[config.mk]
export PLATFORM = sky130hd
export DESIGN_NAME = mips_alu
export DESIGN_NICKNAME = d
export VERILOG_FILES = /design/src/rtl/mips_alu_pkg.sv /design/src/rtl/mips_alu_comb.sv /design/src/rtl/mips_alu.sv
export SDC_FILE = /design/constraint.sdc
export NUM_CORES = 2
export LEC_CHECK = 0
export CORE_ASPECT_RATIO = 0.9
export CORE_UTILIZATION = 40
export CTS_BUF_LIST = sky130_fd_sc_hd__clkbuf_4
export DETAILED_ROUTE_END_ITERATION = 10
export SLEW_MARGIN = 0
export SYNTH_ARGS = -nofsm -noshare
export SYNTH_HDL_FRONTEND = slang
export SYNTH_SLANG_ARGS = --single-unit
[constraint.sdc]
create_clock -name clk -period 0.8 [get_ports clk]
set_input_delay 0.16 -clock clk [delete_from_list [all_inputs] [get_ports clk]]
set_output_delay 0.16 -clock clk [all_outputs]
set_load 0.01 [all_outputs]
[src/rtl/mips_alu_pkg.sv]
// mips_alu_pkg: shared definitions for the MIPS-style ALU.
//   - OP_* : 4-bit opcode constants used by the datapath and by benches.
//   - alu_out_t : bundle of everything the ALU produces for one operation
//                 (high word, low word, carry, sign, zero).
package mips_alu_pkg;

  localparam logic [3:0] OP_PASSA = 4'h0;
  localparam logic [3:0] OP_NOT   = 4'h1;
  localparam logic [3:0] OP_INC   = 4'h2;
  localparam logic [3:0] OP_DEC   = 4'h3;
  localparam logic [3:0] OP_ADD   = 4'h4;
  localparam logic [3:0] OP_SUB   = 4'h5;
  localparam logic [3:0] OP_AND   = 4'h6;
  localparam logic [3:0] OP_OR    = 4'h7;
  localparam logic [3:0] OP_XOR   = 4'h8;
  localparam logic [3:0] OP_SHL   = 4'h9;
  localparam logic [3:0] OP_SHR   = 4'hA;
  localparam logic [3:0] OP_MUL   = 4'hB;
  localparam logic [3:0] OP_SAR   = 4'hC;
  localparam logic [3:0] OP_NEG   = 4'hD;
  localparam logic [3:0] OP_SLT   = 4'hE;
  localparam logic [3:0] OP_PASSB = 4'hF;

  typedef struct packed {
    logic [31:0] hi;     // high word, nonzero only for MUL
    logic [31:0] lo;     // low word / main result
    logic        carry;  // carry, borrow or last shifted-out bit
    logic        sign;
    logic        zero;
  } alu_out_t;

endpackage

[src/rtl/mips_alu_comb.sv]
// mips_alu_comb: purely combinational ALU datapath, no clock.
// Ports:
//   a, b : 32-bit operands (b[4:0] is the shift amount for shifts)
//   op   : 4-bit opcode (OP_* from mips_alu_pkg)
//   res  : alu_out_t with hi/lo words and carry/sign/zero flags
module mips_alu_comb
  import mips_alu_pkg::*;
(
  input  logic [31:0] a,
  input  logic [31:0] b,
  input  logic [3:0]  op,
  output alu_out_t    res
);

  logic [4:0]  shamt;
  logic [5:0]  shl_idx;
  logic [63:0] prod;
  logic [31:0] hi;
  logic [31:0] lo;
  logic        carry;

  assign shamt   = b[4:0];
  // Bit of a that leaves position 31 last on a left shift by shamt.
  assign shl_idx = 6'd32 - {1'b0, shamt};
  assign prod    = {32'd0, a} * {32'd0, b};

  always_comb begin
    hi    = '0;
    lo    = '0;
    carry = 1'b0;
    case (op)
      OP_PASSA: lo = a;
      OP_NOT:   lo = ~a;
      OP_INC:   {carry, lo} = {1'b0, a} + 33'd1;
      OP_DEC: begin
        lo    = a - 32'd1;
        carry = (a == 32'd0);
      end
      OP_ADD:   {carry, lo} = {1'b0, a} + {1'b0, b};
      OP_SUB: begin
        lo    = a - b;
        carry = (a < b);
      end
      OP_AND:   lo = a & b;
      OP_OR:    lo = a | b;
      OP_XOR:   lo = a ^ b;
      OP_SHL: begin
        lo    = a << shamt;
        carry = (shamt != 5'd0) ? a[shl_idx[4:0]] : 1'b0;
      end
      OP_SHR: begin
        lo    = a >> shamt;
        carry = (shamt != 5'd0) ? a[shamt - 5'd1] : 1'b0;
      end
      OP_MUL: begin
        hi    = prod[63:32];
        lo    = prod[31:0];
        carry = (prod[63:32] != 32'd0);
      end
      OP_SAR: begin
        lo    = $unsigned($signed(a) >>> shamt);
        carry = (shamt != 5'd0) ? a[shamt - 5'd1] : 1'b0;
      end
      OP_NEG: begin
        lo    = 32'd0 - a;
        carry = (a != 32'd0);  // 0 - a borrows for any nonzero a
      end
      OP_SLT:   lo = {31'd0, ($signed(a) < $signed(b))};
      OP_PASSB: lo = b;
      default:  lo = '0;
    endcase
  end

  always_comb begin
    res       = '0;
    res.hi    = hi;
    res.lo    = lo;
    res.carry = carry;
    // MUL flags describe the full 64-bit product.
    if (op == OP_MUL) begin
      res.sign = hi[31];
      res.zero = ({hi, lo} == 64'd0);
    end else begin
      res.sign = lo[31];
      res.zero = (lo == 32'd0);
    end
  end

endmodule

[src/rtl/mips_alu.sv]
// mips_alu: MIPS-style ALU with registered outputs, 1-cycle latency.
// A new operation may be presented every cycle; there is no handshake:
// inputs sampled at rising edge N appear on the outputs right after edge N.
// Ports:
//   clk       : clock, outputs update on its rising edge
//   rst       : asynchronous active-low reset, clears all outputs
//   a, b      : 32-bit operands
//   opSel     : 4-bit opcode (OP_* from mips_alu_pkg)
//   result    : low word of the result
//   resultExt : high word of the result (MUL only, else 0)
//   carryFlag, signFlag, zeroFlag : registered flags
module mips_alu
  import mips_alu_pkg::*;
(
  input  logic        clk,
  input  logic        rst,
  input  logic [31:0] a,
  input  logic [31:0] b,
  input  logic [3:0]  opSel,
  output logic [31:0] result,
  output logic [31:0] resultExt,
  output logic        carryFlag,
  output logic        signFlag,
  output logic        zeroFlag
);

  alu_out_t nxt;
  alu_out_t q;

  mips_alu_comb u_comb (
    .a   (a),
    .b   (b),
    .op  (opSel),
    .res (nxt)
  );

  // The five output registers are the only state in the block.
  always_ff @(posedge clk or negedge rst) begin
    if (!rst) q <= '0;
    else      q <= nxt;
  end

  assign result    = q.lo;
  assign resultExt = q.hi;
  assign carryFlag = q.carry;
  assign signFlag  = q.sign;
  assign zeroFlag  = q.zero;

endmodule

==> metrics.txt <==
unrepaired setup endpoints after global routing=yes; Mean Syn Cell Area=8.12 um2; final net count=8564; global-route wire length before repair=400000 um; Remaining Overflow, GRT=0; most common cell after layout, fill and taps aside=buf_4; share of cells above drive strength 1=35.7%; Tot GR Track Use=47.6%; vias in the first global route=53700; highest clock rate=0.123 GHz; Worst Path Required=1250 ps; drt wl/cell=32.2 um; Yosys cell types=90; 1st-iter DRT viols=7132; Slew @ Worst Pin=1310 ps; post-synthesis sequential area ratio=3.54%; MaxCap Viol Count=0; Cell Area, Placed=62000 um2; Post-synth ARST share=100%; failing checks=setup timing; TritonCTS Buffers=9; largest net degree at the start of global routing=46; antenna-violating nets left=0; Detailed Routing Iterations Pass 1=7; core area=117000 um2; Die Wd=365 um; crit path DAT=8550 ps; status=finished with violations; clock sinks=67; Clock transition at path regs=190 ps; Initial Utilization=40.4%; PortBufs=136; antenna violations before repair=26; final period demand of the worst path=8100 ps; commonest non-fill, non-tap cells in the layout=buf_4, inv_1, fa_1; Final Cycle Share=1010%; gpl congestion=1.11; worst rel slew slack=12.2%; Layout area overhead=44.3%; H-tree depth=3; Vias=53600; final hold vios=0; DRC Markers=0; Yosys warning count=0; I/O Pins=137; Routed WL=284000 um; crit path max fanout=11; EDFF count, synth=0; ys flop type=dfrtp_1; Mapped Nets=7174; Final WS setup=-7300 ps; Hold Path Class=input pin to asynchronous set/reset pin; Vias/cell=6.07; Pins Over Slew Limit=0; Layout Utilization=58.3%; Die ar.=120000 um2; Bufs on Longest Clock Path=2; Worst Setup Start Kind=input pin; CP startpoint=b[22]; Gate Count Post-Synth=5841; detailed placement HPWL=230000 um; Root Driver=clkbuf_4; post-layout instance area=68400 um2; die height=329 um; FF+latch count, synth=67; Critical Path End Type=flip-flop; CTS tree=done; synthesized cell area=47400 um2; Finish-stage setup viols=134; CP Class=input pin to flip-flop; num rows=119
-- synthesized netlist by cell type (all sizes together), types with 15 or more instances --
cell type	count	area, um2
a221oi	32	280
dfrtp	67	1680
xnor2	96	841
o211ai	35	263
buf	123	542
ha	366	4580
mux4	52	1170
a21boi	15	113
nand2b	22	138
xor2	20	175
o31ai	17	128
o21a	21	158
o22ai	42	263
or3	23	144
nand4	66	413
and3	26	163
and2	27	169
nand3	85	425
nor3	74	370
a311oi	15	131
nor4	45	294
o21bai	22	165
a22oi	36	270
clkinv	20	75.1
a21o	35	263
o221ai	19	166
mux2i	73	731
fa	897	18000
inv	956	3590
nand2	658	2470
a211oi	43	323
a2111oi	15	131
a31oi	29	181
or4	23	176
o21ai	170	851
a22o	15	131
nor2	799	3000
nor2b	30	188
mux2	19	214
a21oi	189	946
clkbuf	300	1130
-- critical path: stages --
cell and delay [ps]:
clkdlybuf4s15_2 230, buf_4 350, ha_1 500, fa_1 510, fa_1 490, inv_1 50
fa_1 500, inv_1 60, fa_1 530, fa_1 440, fa_1 430, fa_1 420
ha_1 330, ha_1 400, a21oi_1 440, o21ai_0 230, a21oi_1 220, o21ai_0 100
nand2_1 70, nand2_1 120, or3_4 370, a211oi_2 280, nand4_1 290, nor4b_4 370
a41oi_2 200, or4_1 430
-- layer usage --
layer | global-route usage [%] | routed length [um] | up-vias
met5 | 1.00 | 297 | -
met4 | 28.6 | 22100 | 18
met3 | 20.4 | 44100 | 958
met2 | 63.1 | 109000 | 3954
met1 | 63.2 | 109000 | 27000
li1 | - | - | 21700
-- metrics by stage --
| stage | setup TNS [ps] | cells | hold WS [ps] | worst slack, ps |
|---|---|---|---|---|
| CTS | -398720 | 8797 | 10.3 | -7160 |
| finish | -403350 | 8827 | 33.1 | -7300 |
| floorplan | -368300 | 5841 | -136 | -7230 |
| global route | -411160 | 8817 | 41.1 | -7380 |
| detailed placement | -471960 | 8592 | 139 | -9020 |
| global placement | -471170 | 8592 | 133 | -9140 |
-- final timing paths --
| kind | cells past startpoint | to | slack (ps) |
|---|---|---|---|
| worst max-delay path | 26 | carryFlag | -7300 |
| worst min-delay path | 3 | result[24] | 30 |
| max in group asynchronous | 3 | resultExt[23] | 470 |
| min in group clk | 4 | result[7] | 100 |
-- layout make-up --
cell class / instances / area [um2]
clock buffer: 9 / 67.6
sequential: 67 / 1680
multi-input combinational: 4375 / 44500
timing repair buffer: 1798 / 16100
antenna: 18 / 45.0
clock inverter: 7 / 92.6
inverter: 976 / 3840
fill: 10600 / 48900
tap: 1573 / 1970
timing repair inverter: 4 / 27.5
-- cells by family (layout without fill, tap and decap cells) --
kind of cell    after synthesis  count (layout)  synth area share, %
buf+inv                    1399            2794                 11.2
mux                         144             144                 4.46
flops                        67              67                 3.54
xor+xnor                    116             116                 2.14
compound gates              903             903                 13.0
simple gates               1949            1949                 18.0
fa+ha+maj                  1263            1263                 47.5
other cells                   0              18                    0
-- registers in the layout, summed over array words and instances, names as in the netlist --
signal	cells
resultExt	32
result	32
carryFlag	1
signFlag	1
zeroFlag	1
-- timing repair --
item / in CTS / in global routing
endpoints found under the setup margin: 134 / 134
pin swaps: 350 / 140
cloned: 17 / 0
resized for setup: 1373 / 188
setup buffers: 198 / 31
hold buffers: 1 / 0
endpoints found under the hold margin: 67 / 0
Power is not shown: default switching activity piles up to over one toggle a cycle in this logic, so the estimate is an artifact.
